<file path="src/rtl/time_set_ctrl.sv">
// Time-setting sequencer: IDLE -> SET_H -> SET_M with shadow hour/minute edit,
// commit strobe, blink, inactivity timeout. Define TIME_SET_AUTO_REPEAT_EN for hold-to-repeat.
module time_set_ctrl #(
  parameter int TICK_W        = 16,
  parameter int HOLD_TICKS    = 500,
  parameter int REPEAT_TICKS  = 100,
  parameter int TIMEOUT_TICKS = 5000,
  parameter int BLINK_TICKS   = 250
) (
  input  logic       sysclk,
  input  logic       reset,
  input  logic       tick,
  input  logic       set_p,
  input  logic       inc_p,
  input  logic       inc_lvl,
  input  logic [4:0] cur_hours,
  input  logic [5:0] cur_mins,
  output logic [1:0] mode,
  output logic [4:0] hours,
  output logic [5:0] mins,
  output logic       load,
  output logic       blink,
  output logic       aborted
);

  typedef enum logic [1:0] {IDLE = 2'd0, SET_H = 2'd1, SET_M = 2'd2} state_t;

  localparam logic [TICK_W-1:0] TO_LAST = TICK_W'(TIMEOUT_TICKS - 1);
  localparam logic [TICK_W-1:0] TO_MAX  = TICK_W'(TIMEOUT_TICKS);
  localparam logic [TICK_W-1:0] BL_LAST = TICK_W'(BLINK_TICKS - 1);
  localparam logic [TICK_W-1:0] HD_LAST = TICK_W'(HOLD_TICKS - 1);
  localparam logic [TICK_W-1:0] RP_LAST = TICK_W'(REPEAT_TICKS - 1);

  state_t            state;
  logic [TICK_W-1:0] to_cnt;
  logic [TICK_W-1:0] blink_cnt;
  logic              editing;
  logic              rpt_fire;
  logic              lvl_clr;
  logic              inc_ev;
  logic              to_clr;
  logic              expire;

  assign mode    = state;
  assign editing = (state != IDLE);

`ifdef TIME_SET_AUTO_REPEAT_EN
  logic [TICK_W-1:0] hold_cnt;
  logic              rpt_phase;
  logic              hold_run;

  // A mode change (set_p) or release restarts the hold measurement.
  assign hold_run = editing && inc_lvl && !set_p;
  assign rpt_fire = hold_run && tick &&
                    (hold_cnt == (rpt_phase ? RP_LAST : HD_LAST));
  assign lvl_clr  = editing && inc_lvl;

  always_ff @(posedge sysclk or negedge reset) begin
    if (!reset) begin
      hold_cnt  <= '0;
      rpt_phase <= 1'b0;
    end else if (!hold_run || expire) begin
      hold_cnt  <= '0;
      rpt_phase <= 1'b0;
    end else if (tick) begin
      if (rpt_fire) begin
        hold_cnt  <= '0;
        rpt_phase <= 1'b1;
      end else begin
        hold_cnt  <= hold_cnt + 1'b1;
      end
    end
  end
`else
  logic              unused_inc_lvl;
  logic [TICK_W-1:0] unused_rpt;

  assign unused_inc_lvl = inc_lvl;
  assign unused_rpt     = HD_LAST ^ RP_LAST;
  assign rpt_fire       = 1'b0;
  assign lvl_clr        = 1'b0;
`endif

  // set_p outranks both increments and timeout expiry.
  assign inc_ev = editing && !set_p && (inc_p || rpt_fire);
  assign to_clr = set_p || inc_p || rpt_fire || lvl_clr;
  assign expire = editing && !to_clr && tick && (to_cnt == TO_LAST);

  always_ff @(posedge sysclk or negedge reset) begin
    if (!reset) begin
      to_cnt <= '0;
    end else if (!editing || to_clr) begin
      to_cnt <= '0;
    end else if (tick && to_cnt != TO_MAX) begin
      to_cnt <= to_cnt + 1'b1;
    end
  end

  always_ff @(posedge sysclk or negedge reset) begin
    if (!reset) begin
      state     <= IDLE;
      hours     <= '0;
      mins      <= '0;
      load      <= 1'b0;
      blink     <= 1'b0;
      aborted   <= 1'b0;
      blink_cnt <= '0;
    end else begin
      load    <= 1'b0;
      aborted <= 1'b0;
      case (state)
        IDLE: begin
          blink     <= 1'b0;
          blink_cnt <= '0;
          if (set_p) begin
            state <= SET_H;
            hours <= cur_hours;
            mins  <= cur_mins;
            blink <= 1'b1;
          end
        end
        SET_H, SET_M: begin
          if (set_p) begin
            blink_cnt <= '0;
            if (state == SET_H) begin
              state <= SET_M;
              blink <= 1'b1;
            end else begin
              state <= IDLE;
              load  <= 1'b1;
              blink <= 1'b0;
            end
          end else if (expire) begin
            state     <= IDLE;
            aborted   <= 1'b1;
            blink     <= 1'b0;
            blink_cnt <= '0;
          end else if (inc_ev) begin
            // Keep the edited field lit right after each step.
            blink     <= 1'b1;
            blink_cnt <= '0;
            if (state == SET_H) hours <= (hours == 5'd23) ? 5'd0 : hours + 5'd1;
            else                mins  <= (mins == 6'd59)  ? 6'd0 : mins + 6'd1;
          end else if (tick) begin
            if (blink_cnt == BL_LAST) begin
              blink     <= ~blink;
              blink_cnt <= '0;
            end else begin
              blink_cnt <= blink_cnt + 1'b1;
            end
          end
        end
        default: state <= IDLE;
      endcase
    end
  end

endmodule

</file>
<file path="config.mk">
export PLATFORM = sky130hd
export DESIGN_NAME = time_set_ctrl
export DESIGN_NICKNAME = d
export VERILOG_FILES = /design/src/rtl/time_set_ctrl.sv
export SDC_FILE = /design/constraint.sdc
export NUM_CORES = 1
export LEC_CHECK = 0
export ABC_AREA = 1
export CAP_MARGIN = 20
export CORE_UTILIZATION = 41
export CTS_CLUSTER_DIAMETER = 80
export DETAILED_ROUTE_END_ITERATION = 16
export PLACE_DENSITY_LB_ADDON = 0.08
export RECOVER_POWER = 100
export SETUP_SLACK_MARGIN = 0.15
export SYNTH_ARGS = -nofsm -noshare
export SYNTH_HDL_FRONTEND = slang
export SYNTH_SLANG_ARGS = --single-unit
</file>
<file path="constraint.sdc">
create_clock -name sysclk -period 2.9 [get_ports sysclk]
set_clock_uncertainty 0.1 [all_clocks]
set_input_delay 0.87 -clock sysclk [delete_from_list [all_inputs] [get_ports sysclk]]
set_output_delay 0.87 -clock sysclk [all_outputs]
set_load 0.005 [all_outputs]
</file>
==> impl_metrics.env <==
export IMPL_status="complete, no violations"
export IMPL_crit_fanout=9
export IMPL_worstMarginPinSlew_ns=1.16
export IMPL_slew_headroom_pct=22.8
export IMPL_cts_buffers=5
export IMPL_port_buffers=31
export IMPL_fp_dieH_um=89.6
export IMPL_rows=31
export IMPL_postPlaceCellArea_um2=3550
export IMPL_fin_setup_tns_ns=0
export IMPL_synth_common_cells="101 x nand2_1, 56 x nor2_1, 51 x inv_1, 48 x dfrtp_1, 39 x nand3_1"
export IMPL_grt_usage_pct=19.3
export IMPL_hold_start="blink"
export IMPL_cp_end_kind="flop"
export IMPL_num_antenna_cells=0
export IMPL_routed_wl_met2_mm=3.23
export IMPL_clk_pin_slew_worst_paths_ns=0.10
export IMPL_post_cts_buffers=0
export IMPL_synth_area_top_cells="dfrtp_1 38%, nand2_1 12%, nor2_1 6.7%"
export IMPL_max_freq_ghz=0.381
export IMPL_synthCells=432
export IMPL_gp_congestion=0.839
export IMPL_finish_instance_area_um2=3650
export IMPL_setup_viol=0
export IMPL_die_width_um=89.6
export IMPL_post_route_period_util_pct=90.6
export IMPL_hold_viol_final=0
export IMPL_synth_cell_area_um2=3150
export IMPL_power_density_nw_per_um2=787
export IMPL_ys_types=37
export IMPL_area_growth_pct=15.8
export IMPL_leakage_nw=1.62
export IMPL_nNetsFinal=494
export IMPL_grt_max_degree=22
export IMPL_multi_input_area_um2=1630
export IMPL_h_tree_depth=2
export IMPL_post_synth_top_area_cell="dfrtp_1"
export IMPL_cts_path_max_buffers=2
export IMPL_fin_ws_ns=0.272
export IMPL_ys_flop_type="dfrtp_1"
export IMPL_hold_buffers=0
export IMPL_critPathLaunchType="input pin"
export IMPL_wl_per_cell_um=12.4
export IMPL_syn_avg_cell_area_um2=7.29
export IMPL_regArea_um2=1200
export IMPL_synthArstFlopShare_pct=100
export IMPL_root_buffer="clkbuf_8"
export IMPL_crit_required_ns=3.00
export IMPL_fin_cells=568
export IMPL_antenna_found_initial=0
export IMPL_clock_sinks=48
export IMPL_core_um2=7330
export IMPL_insertion_delay_ns=0.30
export IMPL_synth_edf_count=0
export IMPL_num_vias=2784
export IMPL_synth_fp_nets=458
export IMPL_startpoint="set_p"
export IMPL_fillers=737
export IMPL_hold_class="reg -> reg"
export IMPL_initial_core_util_pct=43.0
export IMPL_drive_gt1_share_pct=7.68
export IMPL_synthMostInstantiatedCell="nand2_1"
export IMPL_r2r_start="mode[0]"
export IMPL_pre_cts_slack_ns=0.166
export IMPL_initialDrtViolationCount=108
export IMPL_total_power_w=0.00287
export IMPL_ant_nets=0
export IMPL_met1Wirelength_mm=3.55
export IMPL_wl_mm=7.05
export IMPL_cts_tree="yes"
export IMPL_ios=33
export IMPL_netlist_area_leader_share_pct=38.1
export IMPL_grt_pass1_wl_mm=12.1
export IMPL_critical_path_class="in -> reg"
export IMPL_max_vdd_ir_drop_v=0.000451
export IMPL_slew_viol_final=0
export IMPL_cts_resized=0
export IMPL_drv_cap=0
export IMPL_grt_pass1_vias=2683
export IMPL_first_pass_iters=4
export IMPL_routed_top_layer="met4"
export IMPL_viasPerCell=4.90
export IMPL_dp_hpwl_mm=5.35
export IMPL_place_inst=560
export IMPL_ys_warn_count=0
export IMPL_fin_crit_ns=2.63
export IMPL_overflow=0
export IMPL_ys_seq_area_share_pct=38.1
export IMPL_rsz0062_at_grt="false"
export IMPL_drc_errors=0
export IMPL_ys_ff_latch=48
export IMPL_cp_arrival_ns=2.73
export IMPL_wl_met3_um=184
export IMPL_die_area_um2=8040
stage by stage:
| stage | hold WS (ns) | util, % |
|---|---|---|
| 3_3_place_gp | 0.395 | 48.5 |
| 3_5_place_dp | 0.396 | 48.5 |
| 4_1_cts | 0.355 | 50.1 |
| 6_report | 0.418 | 49.7 |
| 5_1_grt | 0.443 | 49.7 |
| 2_1_floorplan | 0.370 | - |
cell type report:
type | instances | area share [%]
clock buffer | 6 | 2.26
sequential | 48 | 32.9
inverter | 61 | 6.66
clock inverter | 2 | 1.06
multi-input combinational | 317 | 44.7
tap | 99 | 3.40
timing repair buffer | 35 | 8.96
layer usage:
layer | up-vias | global-route usage [%]
li1 | 1481 | -
met2 | 37 | 32.5
met4 | 0 | 4.62
met5 | - | 0
met1 | 1260 | 26.1
met3 | 6 | 3.11
kinds of logic (layout without fill, tap and decap cells):
logic type      count (synthesis)  in the layout  share of synthesized area (%)
compound gates                 53             53                           9.22
xor+xnor                        7              7                           1.95
fa+ha+maj                       9              9                           3.58
buf+inv                        67            104                           9.42
flops                          48             48                           38.1
simple gates                  248            248                           37.7
registers in the layout (all words and copies together) (netlist names):
name	cells
aborted	1
blink	1
to_cnt	16
load	1
mins	6
hours	5
mode	2
blink_cnt	16
worst paths after layout:
check,to,slack (ns),cells after the start
max in group asynchronous,mins[0],0.68,2
hold reg to reg,blink,0.42,2
hold / removal,blink,0.42,2
setup reg to reg,mins[1],0.54,10
min in group asynchronous,to_cnt[0],0.50,1
setup / recovery,blink_cnt[12],0.27,9
power breakdown:
part           switching [W]  internal, W
combinational       0.000901     0.000536
sequential          0.000125     0.000788
clock               0.000237     0.000282
total                0.00126      0.00161
worst max-delay path, stage by stage:
cell	delay, ns
dlygate4sd3_1	0.66
nor2_1	0.28
inv_1	0.17
nor2_8	0.11
nand3_1	0.21
nand3_4	0.17
nand2_4	0.09
inv_4	0.11
nor2_1	0.06
cell usage in the layout (no fill, tap or decap), drive strengths merged:
cell,instances
a21o,1
o22ai,4
dlygate4sd3,17
dfrtp,48
nand2,108
a22oi,3
clkinvlp,1
clkdlybuf4s50,13
xor2,3
nand3b,1
or2,3
nand3,44
nor3,12
a21oi,11
nor2,60
buf,2
o21ai,30
bufinv,1
clkinv,3
ha,9
and2,1
clkbuf,9
inv,58
o21bai,1
a31oi,3
xnor2,4
nand4,19
Note: power is estimated with default switching activity, not from simulation.
